`src/rtl/ff_pkg.sv`:
```
// ff_pkg: shared pipeline defaults and the occupancy-width helper used by every pipeline user.
package ff_pkg;
  localparam int FF_WIDTH = 8;
  localparam int FF_DEPTH = 2;
  function automatic int occ_w(input int depth);
    return $clog2(depth + 2);
  endfunction
endpackage

```
`src/rtl/pipe_stage.sv`:
```
// pipe_stage: one valid bit plus payload register; loads when empty or when the next slot frees up.
module pipe_stage
  import ff_pkg::*;
#(
  parameter int WIDTH = FF_WIDTH
) (
  input  logic             clk,
  input  logic             r_n,
  input  logic             flush,
  input  logic             i_valid,
  input  logic             i_ready,
  input  logic [WIDTH-1:0] i_data,
  output logic             o_valid,
  output logic [WIDTH-1:0] o_data
);
  logic             r_v;
  logic [WIDTH-1:0] r_d;
  logic             w_load;
  assign w_load  = ~r_v | i_ready;
  assign o_valid = r_v;
  assign o_data  = r_d;
  always_ff @(posedge clk or negedge r_n)
    if (!r_n) begin
      r_v <= 1'b0;
      r_d <= '0;
    end else begin
      r_v <= flush ? 1'b0 : (w_load ? i_valid : r_v);
      if (w_load & i_valid) r_d <= i_data;
    end
endmodule

```
`src/rtl/pipe_reg_chain.sv`:
```
// pipe_reg_chain: DEPTH-stage valid/ready pipeline with flush and occupancy count.
// Define PIPE_SKID_EN for a one-entry skid ahead of stage 0 that registers in_ready.
module pipe_reg_chain
  import ff_pkg::*;
#(
  parameter int WIDTH = FF_WIDTH,
  parameter int DEPTH = FF_DEPTH
) (
  input  logic                     clk,
  input  logic                     r_n,
  input  logic                     flush,
  input  logic                     in_valid,
  output logic                     in_ready,
  input  logic [WIDTH-1:0]         in_data,
  output logic                     out_valid,
  input  logic                     out_ready,
  output logic [WIDTH-1:0]         out_data,
  output logic [occ_w(DEPTH)-1:0]  occupancy
);
  localparam int OCC_W = occ_w(DEPTH);
  logic [DEPTH:0]              w_rdy;
  logic [DEPTH-1:0]            w_v;
  logic [DEPTH-1:0][WIDTH-1:0] w_d;
  logic [DEPTH:0]              w_vc;
  logic [DEPTH:0][WIDTH-1:0]   w_dc;
  logic                        w_vin;
  logic [WIDTH-1:0]            w_din;
  logic                        w_in_xfer;
  logic                        w_out_xfer;
  logic [OCC_W-1:0]            r_occ;
  assign w_in_xfer  = in_valid & in_ready;
  assign w_out_xfer = out_valid & out_ready;
  assign w_rdy[DEPTH] = out_ready;
  assign w_vc = {w_v, w_vin};
  assign w_dc = {w_d, w_din};
  assign out_valid = w_vc[DEPTH];
  assign out_data  = w_dc[DEPTH];
  assign occupancy = r_occ;
`ifdef PIPE_SKID_EN
  logic             r_skid_v;
  logic [WIDTH-1:0] r_skid_d;
  assign in_ready = ~r_skid_v & ~flush;
  assign w_vin    = r_skid_v | w_in_xfer;
  assign w_din    = r_skid_v ? r_skid_d : in_data;
  // A parked beat always goes to stage 0 before any new input can be accepted.
  always_ff @(posedge clk or negedge r_n)
    if (!r_n) begin
      r_skid_v <= 1'b0;
      r_skid_d <= '0;
    end else begin
      r_skid_v <= ~flush & ~w_rdy[0] & w_vin;
      if (w_in_xfer & ~w_rdy[0]) r_skid_d <= in_data;
    end
`else
  assign in_ready = w_rdy[0] & ~flush;
  assign w_vin    = w_in_xfer;
  assign w_din    = in_data;
`endif
  // Ready is formed from the valid bits directly so bubbles anywhere downstream free a stage.
  for (genvar i = 0; i < DEPTH; i++) begin : g_stage
    assign w_rdy[i] = out_ready | ~&w_v[DEPTH-1:i];
    pipe_stage #(.WIDTH(WIDTH)) u_stage (
      .clk     (clk),
      .r_n     (r_n),
      .flush   (flush),
      .i_valid (w_vc[i]),
      .i_ready (w_rdy[i+1]),
      .i_data  (w_dc[i]),
      .o_valid (w_v[i]),
      .o_data  (w_d[i])
    );
  end
  always_ff @(posedge clk or negedge r_n)
    if (!r_n) r_occ <= '0;
    else r_occ <= flush ? '0 : r_occ + OCC_W'(w_in_xfer) - OCC_W'(w_out_xfer);
endmodule

```
`config.mk`:
```
export PLATFORM = sky130hd
export DESIGN_NAME = pipe_reg_chain
export DESIGN_NICKNAME = d
export VERILOG_FILES = /design/src/rtl/ff_pkg.sv /design/src/rtl/pipe_stage.sv /design/src/rtl/pipe_reg_chain.sv
export SDC_FILE = /design/constraint.sdc
export NUM_CORES = 1
export LEC_CHECK = 0
export ABC_CLOCK_PERIOD_IN_PS = 4150
export BUFFER_PORTS_ARGS = -buffer_cell sky130_fd_sc_hd__buf_2
export CAP_MARGIN = 40
export CELL_PAD_IN_SITES_DETAIL_PLACEMENT = 0
export CELL_PAD_IN_SITES_GLOBAL_PLACEMENT = 1
export CORE_MARGIN = 5
export CORE_UTILIZATION = 42
export CTS_CLUSTER_DIAMETER = 200
export CTS_CLUSTER_SIZE = 25
export DETAILED_ROUTE_END_ITERATION = 8
export PLACE_DENSITY = 0.83
export SYNTH_ARGS = -nofsm -noshare
export SYNTH_HDL_FRONTEND = slang
export SYNTH_HIERARCHICAL = 1
export SYNTH_SLANG_ARGS = --single-unit
```
`constraint.sdc`:
```
create_clock -name clk -period 4.15 [get_ports clk]
set_input_delay 0.83 -clock clk [delete_from_list [all_inputs] [get_ports clk]]
set_output_delay 0.83 -clock clk [all_outputs]
set_load 0.01 [all_outputs]
```
# Yosys cells after proc, flatten, opt, wreduce, memory -nomap -nowiden
# Cells that the tools add are included.
# Widths: inputs -> output; s select.
[totals]
register_bits = 20
inputBits = 13
output_inout_bits = 12
[classes]
n_addsub = 2
n_mux = 5
reduce_logical = 5
n_bitwise = 12
[op_table]
columns = ["cell", "n"]
rows = [
  ["$and 1x1->1", 5],
  ["$mux 1", 4],
  ["$or 1x1->1", 4],
  ["$reduce_bool 2->1", 2],
  ["$not 1->1", 3],
  ["$add 2x1->2", 1],
  ["$logic_not 1->1", 2],
  ["$mux 2", 1],
  ["$reduce_and 2->1", 1],
  ["$sub 2x1->2", 1],
]

# Longest topological paths before layout
[depth]
word_depth = 8
depth_mapped = 7
mapped_depth_nobuf = 7

# Hierarchy
# The synthesis kept the hierarchy.
[modules_own_cells]
columns = ["mod", "seq_area_each_um2", "area_each_um2", "instances", "cells_per_inst"]
rows = [
  ["pipe_stage", 225.2, 347.8, 2, 22],
  ["pipe_reg_chain", 50.0, 153.9, 1, 15],
]

# Worst setup path before layout
# No wires, ideal clock.
[synth_timing]
kind = "input-to-output"
start = "input out_ready"
end = "output in_ready"
slack_ns = 2.167
path_stages = 2
t_arrival_ns = 1.153
t_required_ns = 3.320
n_path_buf = 0
cell_sequence = "nand3b_1 nor2b_1"
[synth_via]
elab_chain_len = 2
[synth_rtl]
columns = ["element", "line", "rtl"]
rows = [
  ["from (decl)", "pipe_reg_chain.sv:16", "input logic out_ready,"],
  ["$or 1x1->1", "pipe_reg_chain.sv:61", "assign w_rdy[i] = out_ready | ~&w_v[DEPTH-1:i];"],
  ["$and 1x1->1", "pipe_reg_chain.sv:55", "assign in_ready = w_rdy[0] & ~flush;"],
  ["to (decl)", "pipe_reg_chain.sv:13", "output logic in_ready,"],
]
# Every way passes these cells.

# Final worst setup path
# Same ends and word-level chain as after synthesis.

==> impl_metrics.yaml <==
setup_path:
  critPathArrivalTime_ns: 1.42
  reg2reg_depth: 7
  timing.rr.start: "g_stage[0].u_stage/o_valid"
  crit_path_end_kind: "output pin"
  required_ns: 3.32
  rrSetupSlack_ns: 2.67
  crit_family: "simple AND/OR/NAND/NOR gates"
  timing.critical_path.cells: "buf_2 -> nand3b_1 -> nor2b_1 -> buf_2"
  cp_slowest_cell: "nand3b_1"
  crit_type: "in -> out"
  worstPathMaxFanout: 5
  regToRegEndpoint: "occupancy[1]"
  critPathBufInv: 2
  critical_path.max_stage_delay_ns: 0.18
  cp-start-kind: "input pin"
  path_common_cell: "buf_2"
synthesis:
  syn_nets: 74
  synth.distinct_cells: 13
  synth_seq_area_share: 0.5891
  syn_avg_cell_area_um2: 14.40
  synth_seq_cells: 20
  syn_area_um2: 849.6
  synth_warnings: 6
  synthCells: 59
drt:
  drt-total-wl_um: 1343
  vias_per_cell: 4.509
  drtAntennaViolNets: 0
  dr.pass1.iters: 3
  wl_per_cell_um: 11.78
  vias: 514
  drc_errors: 0
  drt-initial-drc-count: 2
final_layout:
  final_nets: 103
  final_cell_mix: "24 x buf_2, 20 x dfrtp_1, 16 x mux2_2"
  final_layout_size_suffix_gt1_frac: 0.5287
  n_antenna_cell: 0
  layout_commonest_cell: "buf_2"
  area_delta_synth_final_pct: 22.39
  fin_util: 0.5354
sta:
  drv_slew: 0
  fmax_ghz: 0.4445
  rsz0062_at_grt: "no"
  fin_crit_sh: 0.5421
  worst_slew_pin_slew_ns: 0.4346
  relSlewSlack: 0.7103
  setup_viol: 0
  hold_viol: 0
  min_period_ns: 2.250
  fin_skew_ns: 0.005466
  setup_tns_ns: 0
clocking:
  cts_max_path_buffers: 2
  cts_tree: "built"
  cts.htree.levels: 1
  cts-resized-gates: 0
  root_buffer: "clkbuf_4"
  cts_buffers: 3
  clkTransAtPathRegs_ns: 0.11
  clock_latency_ns: 0.29
  postCtsSetupRepairBufs: 0
  cts.sinks: 20
  ctsHoldBuffers: 0
place:
  place_congestion: 0.5937
  port_buffers: 24
  hpwl_um: 1028
global_routing:
  grt_pass1_wl_um: 2187
  first_global_vias: 516
  grt_util_all_layers: 0.1044
  grt_max_degree: 21
  overflow: 0
  grt_antenna_before_repair: 0
floorplanning:
  core_area_um2: 1942
  num_rows: 16
  die_area_um2: 3022
  die_w_um: 54.98
  die_height_um: 54.98
  start_util: 0.4375
  ioPinCount: 25
run_status:
  status: "finished, final reports clean"
pwr:
  power_mw: 0.4543
  power.density_nw_per_um2: 436.9
  vdd.ir_drop.worst_uv: 221.2
  cellLeakagePower_nw: 0.5134
job:
  cap_violations: 0
hold_path:
  hold_class: "in -> async"
[final cells by class]
class / instances / area [um^2]
multi-input combinational: 34 / 330.3
fill: 177 / 902.1
inverter: 5 / 18.77
sequential: 20 / 500.5
clock buffer: 4 / 36.28
tap: 27 / 33.78
timing repair buffer: 24 / 120.1
[synthesized netlist by cell type]
cell type | instances | area share
mux2_2 | 16 | 0.21
nor2_1 | 3 | 0.013
xnor3_1 | 1 | 0.027
and2_1 | 2 | 0.015
nand2_1 | 1 | 0.0044
nand3b_1 | 1 | 0.0088
inv_1 | 5 | 0.022
ha_1 | 2 | 0.029
dfrtp_1 | 20 | 0.59
o21ai_4 | 2 | 0.038
nor2b_1 | 3 | 0.022
a21oi_1 | 2 | 0.012
nand2b_1 | 1 | 0.0074
[per-layer routing]
layer,up-vias,GRT usage,part of all wire
met3,0,0.02413,0.052
met5,-,0,0
met4,0,0.03644,0
met1,249,0.1265,0.43
met2,11,0.1811,0.52
li1,254,-,-
[power by group]
part           switching (mW)  leakage, nW  internal, mW
registers              0.0166        0.243         0.232
logic                  0.0429        0.249        0.0544
clock network          0.0552       0.0210        0.0534
total                   0.115        0.513         0.340
[per-stage QoR]
step	hold WS, ns	cells	cell area (um^2)	setup slack, ns
after floorplan	0.4749	59	849.6	2.167
after global placement	0.4811	110	1003	1.920
after detailed placement	0.4905	110	1003	1.886
after CTS	0.4635	114	1040	1.885
after global routing	0.4810	114	1040	1.851
final	0.4610	114	1040	1.900
[registers in the layout, indices dropped and copies added, names as in the netlist]
signal,cells
g_stage.u_stage/o_data,16
g_stage.u_stage/o_valid,2
occupancy,2
[kinds of logic after synthesis]
kind of cell	share of synthesized area
flip-flops	0.5891
multiplexers	0.2121
AND/OR/NAND/NOR	0.07070
buffers and inverters	0.02209
AO/OA/AOI/OAI	0.05007
adder cells (fa/ha/maj)	0.02945
XOR/XNOR	0.02651
[worst max-delay path by stage]
| stage | from | end | slack, ns | depth (start not counted) |
|---|---|---|---|---|
| CTS | out_ready | in_ready | 1.89 | 4 |
| floorplan | out_ready | in_ready | 2.17 | 2 |
| global placement | out_ready | in_ready | 1.92 | 4 |
| global route | out_ready | in_ready | 1.85 | 4 |
| finish | out_ready | in_ready | 1.90 | 4 |
| detailed placement | out_ready | in_ready | 1.89 | 4 |
(Power assumes the default switching activity.)
